File: config.mk
export PLATFORM = sky130hd
export DESIGN_NAME = capture_reader
export DESIGN_NICKNAME = d
export VERILOG_FILES = /design/src/rtl/oscilo_pkg.sv /design/src/rtl/sample_skid.sv /design/src/rtl/capture_reader.sv
export SDC_FILE = /design/constraint.sdc
export NUM_CORES = 1
export LEC_CHECK = 0
export CAP_MARGIN = 20
export CORE_MARGIN = 1.5
export CORE_UTILIZATION = 46
export DETAILED_ROUTE_END_ITERATION = 6
export GPL_TIMING_DRIVEN = 0
export PLACE_DENSITY = 0.75
export RECOVER_POWER = 100
export SYNTH_ARGS = -nofsm -noshare
export SYNTH_HDL_FRONTEND = slang
export SYNTH_SLANG_ARGS = --single-unit
File: constraint.sdc
create_clock -name clk -period 3 [get_ports clk]
set_input_delay 0.6 -clock clk [delete_from_list [all_inputs] [get_ports clk]]
set_output_delay 0.6 -clock clk [all_outputs]
set_load 0.005 [all_outputs]
File: src/rtl/oscilo_pkg.sv
// Shared types and constants for the oscilloscope capture path.
// Holds the reader FSM encoding, header sync byte and default depth.
package oscilo_pkg;

    localparam int SAMPLE_DEPTH_DEF = 1024;
    localparam logic [7:0] HDR_SYNC = 8'hA5;

    typedef enum logic [1:0] {
        IDLE,
        HEADER,
        STREAM,
        DRAIN
    } reader_state_t;

endpackage

File: src/rtl/sample_skid.sv
// Two-entry 8-bit FIFO that absorbs the sample memory read latency.
// Push and pop may coincide in any state, including when full.
module sample_skid (
    input  logic       clk,
    input  logic       rst_n,
    input  logic       flush,
    input  logic       push,
    input  logic [7:0] push_data,
    input  logic       pop,
    output logic [1:0] count,
    output logic [7:0] head
);

    logic [7:0] mem_q [2];
    logic       rd_q;
    logic       wr_q;
    logic [1:0] cnt_q;

    always_ff @(posedge clk or negedge rst_n) begin
        if (!rst_n) begin
            mem_q[0] <= 8'd0;
            mem_q[1] <= 8'd0;
            rd_q     <= 1'b0;
            wr_q     <= 1'b0;
            cnt_q    <= 2'd0;
        end else if (flush) begin
            rd_q  <= 1'b0;
            wr_q  <= 1'b0;
            cnt_q <= 2'd0;
        end else begin
            if (push) begin
                mem_q[wr_q] <= push_data;
                wr_q        <= ~wr_q;
            end
            if (pop) begin
                rd_q <= ~rd_q;
            end
            cnt_q <= cnt_q + {1'b0, push} - {1'b0, pop};
        end
    end

    assign count = cnt_q;
    assign head  = mem_q[rd_q];

endmodule

File: src/rtl/capture_reader.sv
// Streams a finished capture from circular memory to the host link.
// Define CAPTURE_READER_HEADER_EN to prefix each readout with 3 header bytes.
module capture_reader
    import oscilo_pkg::*;
#(
    parameter int SAMPLE_DEPTH = SAMPLE_DEPTH_DEF,
    parameter int ADDR_W       = $clog2(SAMPLE_DEPTH)
) (
    input  logic              clk,
    input  logic              rst_n,
    input  logic              start,
    input  logic              abort,
    input  logic [ADDR_W-1:0] trig_offset,
    output logic              busy,
    output logic              done,
    output logic              m_re,
    output logic [ADDR_W-1:0] m_addr,
    input  logic [7:0]        m_rdata,
    output logic [7:0]        tx_data,
    output logic              tx_valid,
    input  logic              tx_ready
);

    localparam logic [ADDR_W:0]   DEPTH = (ADDR_W+1)'(SAMPLE_DEPTH);
    localparam logic [ADDR_W:0]   LAST  = DEPTH - 1'b1;
    localparam logic [ADDR_W-1:0] HALF  = ADDR_W'(SAMPLE_DEPTH / 2);

    reader_state_t     state_q;
    logic [ADDR_W-1:0] addr_q;
    logic [ADDR_W:0]   reads_q;
    logic              inflight_q;
    logic              busy_q;
    logic              done_q;

    logic [1:0] count;
    logic [7:0] head;
    logic       pop;
    logic       push;
    logic [7:0] push_data;
    logic [2:0] occ;

    assign tx_valid = (count != 2'd0);
    assign tx_data  = head;
    assign pop      = tx_valid & tx_ready;
    // Entries the skid will hold once the current pop and in-flight read land.
    assign occ = {1'b0, count} + {2'b0, inflight_q} - {2'b0, pop};
    assign m_re = (state_q == STREAM) && (reads_q != DEPTH) && (occ < 3'd2);

`ifdef CAPTURE_READER_HEADER_EN
    logic [ADDR_W-1:0] trig_q;
    logic [1:0]        hdr_cnt_q;
    logic [15:0]       t16;
    logic              hdr_push;
    logic [7:0]        hdr_byte;

    assign t16 = 16'(trig_q);

    always_comb begin
        hdr_push = 1'b0;
        hdr_byte = HDR_SYNC;
        if (state_q == IDLE) begin
            hdr_push = start & ~abort;
        end else if (state_q == HEADER) begin
            hdr_push = (hdr_cnt_q != 2'd3) && (occ < 3'd2) && !abort;
            hdr_byte = (hdr_cnt_q == 2'd1) ? t16[7:0] : t16[15:8];
        end
    end

    assign push      = inflight_q | hdr_push;
    assign push_data = inflight_q ? m_rdata : hdr_byte;
`else
    assign push      = inflight_q;
    assign push_data = m_rdata;
`endif

    sample_skid u_skid (
        .clk       (clk),
        .rst_n     (rst_n),
        .flush     (abort),
        .push      (push),
        .push_data (push_data),
        .pop       (pop),
        .count     (count),
        .head      (head)
    );

    always_ff @(posedge clk or negedge rst_n) begin
        if (!rst_n) begin
            state_q    <= IDLE;
            addr_q     <= '0;
            reads_q    <= '0;
            inflight_q <= 1'b0;
            busy_q     <= 1'b0;
            done_q     <= 1'b0;
`ifdef CAPTURE_READER_HEADER_EN
            trig_q     <= '0;
            hdr_cnt_q  <= 2'd0;
`endif
        end else begin
            done_q     <= 1'b0;
            inflight_q <= m_re;
            if (m_re) begin
                addr_q  <= addr_q + 1'b1;
                reads_q <= reads_q + 1'b1;
            end
            if (abort) begin
                state_q    <= IDLE;
                busy_q     <= 1'b0;
                inflight_q <= 1'b0;
            end else begin
                unique case (state_q)
                    IDLE: begin
                        if (start) begin
                            busy_q  <= 1'b1;
                            addr_q  <= trig_offset - HALF;
                            reads_q <= '0;
`ifdef CAPTURE_READER_HEADER_EN
                            trig_q    <= trig_offset;
                            hdr_cnt_q <= 2'd1;
                            state_q   <= HEADER;
`else
                            state_q <= STREAM;
`endif
                        end
                    end
                    HEADER: begin
`ifdef CAPTURE_READER_HEADER_EN
                        if (hdr_push) begin
                            hdr_cnt_q <= hdr_cnt_q + 2'd1;
                        end
                        if (hdr_cnt_q == 2'd3 && occ == 3'd0) begin
                            state_q <= STREAM;
                        end
`else
                        state_q <= IDLE;
`endif
                    end
                    STREAM: begin
                        if (m_re && reads_q == LAST) begin
                            state_q <= DRAIN;
                        end
                    end
                    DRAIN: begin
                        if (!inflight_q && occ == 3'd0) begin
                            done_q  <= 1'b1;
                            busy_q  <= 1'b0;
                            state_q <= IDLE;
                        end
                    end
                    default: state_q <= IDLE;
                endcase
            end
        end
    end

    assign busy   = busy_q;
    assign done   = done_q;
    assign m_addr = addr_q;

endmodule
Word level (Yosys, flattened, before mapping)
Cells that the tools add are included.
{"block": "classes", "n_addsub": 7, "n_lt_le_gt_ge": 4, "n_eq_ne": 8, "n_mux": 32, "bitwise_logic": 6, "reduce_logical": 15}
{"operator": "$mux 11", "n": 4}
{"operator": "$mux 10", "n": 4}
{"operator": "$mux 8", "n": 4}
{"operator": "$bwmux 16", "n": 1}
{"operator": "$add 11x1->11 const B", "n": 1}
{"operator": "$eq 11x10->1 const B", "n": 1}
{"operator": "$mux 1", "n": 11}
{"operator": "$ne 11x11->1 const B", "n": 1}
{"operator": "$add 10x1->10 const B", "n": 1}
{"operator": "$mux 2", "n": 5}
{"operator": "$sub 10x10->10 const B", "n": 1}
{"operator": "$demux 8 s1", "n": 1}
{"operator": "$pmux 2 s4", "n": 1}
{"operator": "$ne 3x3->1 const B", "n": 2}
{"operator": "$reduce_and 3->1", "n": 2}
{"operator": "$reduce_bool 2->1", "n": 3}
{"operator": "$logic_and 1x1->1", "n": 5}
{"operator": "$eq 2x2->1 const B", "n": 2}
{"operator": "$ge 2x2->1 const B", "n": 2}
{"operator": "$not 1->2", "n": 2}
{"operator": "$add 2x1->3", "n": 1}
{"operator": "$logic_not 3->1", "n": 1}
{"operator": "$lt 3x2->1 const B", "n": 1}
{"operator": "$ne 3x2->1 const B", "n": 1}
{"operator": "other kinds (12)", "n": 14}
{"block": "totals", "ff_bits": 46, "in_bits": 23, "output_inout_bits": 22, "wordCells": 83}

Logic depth before layout (Yosys ltp)
{"block": "depth", "depth_word": 9, "depth_mapped": 13, "ltp_nobuf": 13}

Hierarchy
A second synthesis with hierarchy kept.
{"block": "hier_totals", "hier_cells": 212, "hier_area_um2": 2379.8}
{"module": "capture_reader", "n_inst": 1, "cells_each": 154, "area_each_um2": 1483.9, "seq_area_each_um2": 650.6}
{"module": "sample_skid", "n_inst": 1, "cells_each": 58, "area_each_um2": 895.9, "seq_area_each_um2": 500.5}

Worst setup path after synthesis
OpenSTA, ideal clock, no wires.
{"block": "synth_path", "kind": "flip-flop to output port", "startpoint": "register u_skid.cnt_q[1] (netlist: u_skid.count[1])", "endpoint": "output port m_re", "arrival_time_ns": 2.402, "t_required_ns": 2.400, "path_slack_ns": -0.002, "stages_incl_launch_ff": 12, "n_path_buf": 0, "path_cell_list": "dfrtp_1 or2_2 and2_1 ha_1 inv_1 ha_1 inv_1 fa_1 nand3b_4 nor2_8 nand2_4 inv_2"}
{"block": "synth_via", "elab_chain_len": 5, "elab_cells_between_ends": 6, "cone_classes": "add/sub (2); order compare (1); bitwise (1); reduce/logical (2)"}
{"element": "from (decl)", "line": "sample_skid.sv:17", "text": "logic [1:0] cnt_q;"}
{"element": "from (signal assigned)", "line": "sample_skid.sv:38", "text": "cnt_q <= cnt_q + {1'b0, push} - {1'b0, pop};"}
{"element": "$reduce_bool 2->1", "line": "capture_reader.sv:42", "text": "assign tx_valid = (count != 2'd0);"}
{"element": "named net tx_valid", "line": "capture_reader.sv:20", "text": "output logic tx_valid,"}
{"element": "$and 1x1->1", "line": "capture_reader.sv:44", "text": "assign pop = tx_valid & tx_ready;"}
{"element": "$sub 3x1->3", "line": "capture_reader.sv:46", "text": "assign occ = {1'b0, count} + {2'b0, inflight_q} - {2'b0, pop};"}
{"element": "$lt 3x2->1", "line": "capture_reader.sv:47", "text": "assign m_re = (state_q == STREAM) && (reads_q != DEPTH) && (occ < 3'd2);"}
{"element": "$logic_and 1x1->1", "line": "capture_reader.sv:47"}
{"element": "to (decl)", "line": "capture_reader.sv:16", "text": "output logic m_re,"}
The timed path passes the listed nets, and every way through them passes these cells.

Final worst setup path
{"block": "layout_path", "startpoint": "register u_skid.cnt_q[1] (netlist: u_skid.count[1])", "endpoint": "output port m_re"}
{"block": "layout_via", "elab_chain_len": 5, "elab_cells_between_ends": 6, "cone_classes": "add/sub (2); order compare (1); bitwise (1); reduce/logical (2)"}
{"element": "branches (longest 2 deep; another with $add 2x1->3)"}
{"element": "$sub 3x1->3 *", "line": "capture_reader.sv:46"}
{"element": "$lt 3x2->1 *", "line": "capture_reader.sv:47"}
{"element": "$logic_and 1x1->1 *", "line": "capture_reader.sv:47"}
Mark *: on every way between the ends.

==> results.md <==
Clocking:
- The total number of H-tree levels is 2.
- The number of sinks handled by clock tree synthesis is 46.
- The maximum number of buffers from clock root to sink is 2.
- The clock root buffer master is clkbuf_8.
- The TritonCTS clock tree is done.
- The clock reaches the later pin of the worst-skew pair after 0.30 ns.
- Clock-pin slew was measured on the worst setup and hold paths at 0.09 ns.
- The number of hold buffers added after CTS is 0.
- Clock tree synthesis inserted a total of 5 buffers.

Global route:
- The number of antenna violations at the first check in global routing is 0.
- The maximum number of pins on one net before global-route repair is 37.
- The number of global-route vias before repair is ~1.8k.
- For this run, global-route usage on met3 was measured as 0.04878.
- Global routing finished with a remaining overflow of 0.
- The total global routing track utilization is 0.1915.
- The met1 track utilization from global routing is 0.2386.
- The first global-routing pass estimated 8.038 mm of wire.
- The highest-utilization routing layer at the global route stage is met2.
- The global-route track usage on met2 is 0.3304.

Critical path:
- Data on the critical path is required at its endpoint by about 2.4 ns.
- The setup path with the least slack is of type reg -> out.
- The slack of the worst reg-to-reg path is approximately 0.11 ns.
- Along the worst path, the maximum fanout reaches 2.
- For the worst setup path, the data arrival time is about 2.5 ns.
- STA classifies the critical path endpoint as an output pin.
- The startpoint identified for the worst register-to-register timing path is u_skid.count[1].
- STA classifies the critical path startpoint as a flip-flop.
- For the worst flop-to-flop path, the logic depth is 13.
- The terminus of the critical flop-to-flop path is reads_q[10].

Routing:
- The number of vias per cell after detailed routing is 5.117.
- The routed layout has about 1.7k vias.
- In the routed design, unresolved DRC markers number 0.
- The average wire length per cell after detail routing is roughly 14 um.
- The total wirelength of the detailed-routed design is 4.705 mm.
- The number of DRC violations after detailed-routing iteration 0 is 75.
- The number of search-and-repair iterations in the first detailed-routing pass is 4.
- The number of nets with antenna violations after routing is 0.

Yosys:
- Counting distinct cell types in the post-synthesis netlist gives 41.
- The area share of the leading cell type in the synthesized netlist is 0.4912.
- After synthesis, the share of cell area in mux cells is 0.1196.
- Yosys printed 0 warnings.
- The number of nets in the synthesized netlist is 236.
- The dominant combinational cell family by area after synthesis is simple AND/OR/NAND/NOR gates.
- Summing every instance area after synthesis gives 2343 sq um.
- Of the synthesized area, sequential elements account for 0.4912.
- The cell taking the most area after synthesis is dfrtp_1.
- The count of mapped cells out of synthesis is 207.
- Yosys attributes the largest share of cell area to dfrtp_1 49%, mux2_2 12%, xor2_1 4.9%, nor2_1 3.7%, ha_1 2.7%.
- The synthesized design contains 46 register bits.
- The xor-xnor portion of the synthesized cell area is 0.08169.
- In this run the mean area of a mapped cell was 11.32 sq um.
- The post-synthesis simple-gate area fraction is 0.2077.
- The post-synthesis compound-gate area fraction came to 0.03844.
- The synthesized-area fraction occupied by adder cells is 0.03524.

Floorplanning:
- The effective utilization at floorplan is 0.4865.
- The floorplan step defined a die boundary enclosing 5532 sq um.
- The die is 74.38 um wide.
- The number of standard-cell rows in the floorplan is 25.
- The number of I/O pins is 45.
- The die height is 74.38 um.
- The total area inside the core boundary comes to 4817 sq um.

Timing:
- Setup repair after global routing could not meet its margin everywhere.
- Headroom to the max-slew limit came out at -0.2760.
- The number of pins with negative max-slew slack in the final report is 37.
- For the finished layout, the period the worst path requires is 3.118 ns.
- Setup violations remaining at the end of the flow were counted as 1.
- The final worst setup slack is -0.1179 ns.
- The fraction of the cycle the final worst path needs is 1.039.
- Between clock sinks in the finished design, the worst skew comes to approximately 0.0064 ns.
- The count of endpoints failing hold in the final timing report was 0.
- For the pin with the worst max-slew slack, the measured transition is 1.914 ns.
- The maximum clock frequency is 0.3207 GHz.

Layout:
- The area growth from synthesis to layout is 30.75%.
- The number of nets in the finished design is 295.
- Of the cells placed in the final design, the portion with a size suffix greater than 1 is 0.2397.
- The top cell types in the final layout, fill and taps aside, are 45 x dfrtp_1, 28 x clkdlybuf4s50_1, 24 x mux2_2, 23 x nor2_1.
- Once layout is done, the placed cells without fillers occupy between 3000 and 4000 sq um.
- The total inserted antenna cells is 0.
- Leaving out fill and tap cells, the most frequent cell in the layout is dfrtp_1.

Placement:
- The post-place instance area is 2888 sq um.
- Summed over all nets, the half-perimeter wirelength after detailed placement is ~3.3 mm.
- The routability congestion estimate from global placement is 0.7233.
- The count of buffers from port buffering is 44.

Status:
- The flow ran to the end, but the final reports show violations.
- The checks that failed: capacitance limit, slew limit, setup timing.

Hold path:
- The tightest min-delay check is of the in -> async type.

Power:
- The power per cell area is 888.6 nW/um^2.
- The post-route total power is 0.002723 W.
- The leakage power summed over all cells is between 1 and 1.5 nW.
- Across the VDD grid, the largest voltage drop is 0.4938 mV.

Job:
- Max-cap violations in this run came to 1.
## per-layer routing
| metal | wire, um | part of all wire |
|---|---|---|
| met5 | 0 | 0 |
| met1 | 2104 | 0.45 |
| met3 | 188 | 0.040 |
| met4 | 63 | 0.013 |
| met2 | 2349 | 0.50 |
## cell families after synthesis
group / Yosys count
and+or+nand+nor: 80
adders and majority gates: 6
DFF: 46
muxes: 25
buffers and inverters: 13
AOI/OAI and AO/OA: 16
xor gates and xnor gates: 21
## metrics by stage
step / worst slack (ns) / instances / setup TNS [ns] / hold slack (ns) / util
after floorplan: 0.01006 / 207 / 0 / 0.3044 / -
after global placement: -0.9441 / 318 / -5.838 / 0.4815 / 0.5964
after detailed placement: -0.9383 / 319 / -6.054 / 0.4891 / 0.5995
after CTS: -0.1552 / 334 / -0.1552 / 0.1607 / 0.6390
after global routing: -0.2074 / 334 / -0.3540 / 0.3232 / 0.6361
final: -0.1179 / 334 / -0.1179 / 0.2446 / 0.6361
## critical path, cell delays in order (launching register included)
cell,delay (ns)
dfrtp_2,0.41
or2_4,0.23
and2_4,0.15
ha_4,0.21
inv_2,0.06
ha_4,0.11
inv_2,0.03
fa_2,0.56
nand3b_4,0.12
nor2_8,0.12
nand2_4,0.07
inv_4,0.06
buf_6,0.08
## what timing repair did
action                                  4_1_cts  5_1_grt
gates resized for setup                      15        1
setup buffers                                 7        0
pin swaps                                     4        1
endpoints found under the setup margin       10        8
## synthesized netlist by cell type
master,n
nor4b_2,3
mux2i_1,1
nor2b_1,1
nor3b_2,1
nand2_1,13
a31oi_1,2
o21ai_1,6
xor2_2,1
or2_2,1
nand4_1,6
and4_1,3
or4b_1,1
o21ai_0,1
clkbuf_1,3
nand3b_1,1
nand3_2,1
or3_1,2
inv_2,2
mux2_2,24
fa_1,1
nor2_1,23
a221o_1,1
and3_1,3
buf_4,1
buf_6,1
nor3_2,2
xnor2_1,7
nor2_8,1
nand2_4,1
nand3_1,8
a21oi_1,5
inv_1,5
dfrtp_1,46
nor3_1,4
nand3b_4,1
ha_1,5
and2_1,3
xor2_1,13
o21bai_1,1
and2b_2,1
buf_2,1
## power breakdown
part | switching (W) | leakage, nW | internal (W) | total (W)
Combinational | 0.000569 | 0.682 | 0.000766 | 0.00134
Clock | 0.000213 | 0.0472 | 0.000185 | 0.000399
Sequential | 0.000163 | 0.592 | 0.000826 | 0.000989
## registers in the layout, summed over array words and instances, names as in the netlist
name	cells
busy	1
done	1
inflight_q	1
m_addr	10
reads_q	11
state_q	2
u_skid.count	2
u_skid.mem_q	16
u_skid.rd_q	1
u_skid.wr_q	1
## area by class of cell
type | count | area, sq um
repair buffers | 52 | 490.5
flip-flops and latches | 46 | 1152
clock inverters | 2 | 12.51
fillers | 409 | 1753
well taps | 67 | 83.83
multi-input cells | 148 | 1179
clock buffers | 6 | 82.58
plain buffers | 6 | 35.03
inverters | 7 | 28.78
## worst max path at each step
stage,start,end,cells after the start
6_report,u_skid.count[1],m_re,12
5_1_grt,u_skid.count[0],m_re,12
4_1_cts,u_skid.count[0],m_re,12
3_5_place_dp,tx_ready,m_re,12
3_3_place_gp,tx_ready,m_re,12
2_1_floorplan,u_skid.count[1],m_re,11
Power figures use the tool's default switching activity.
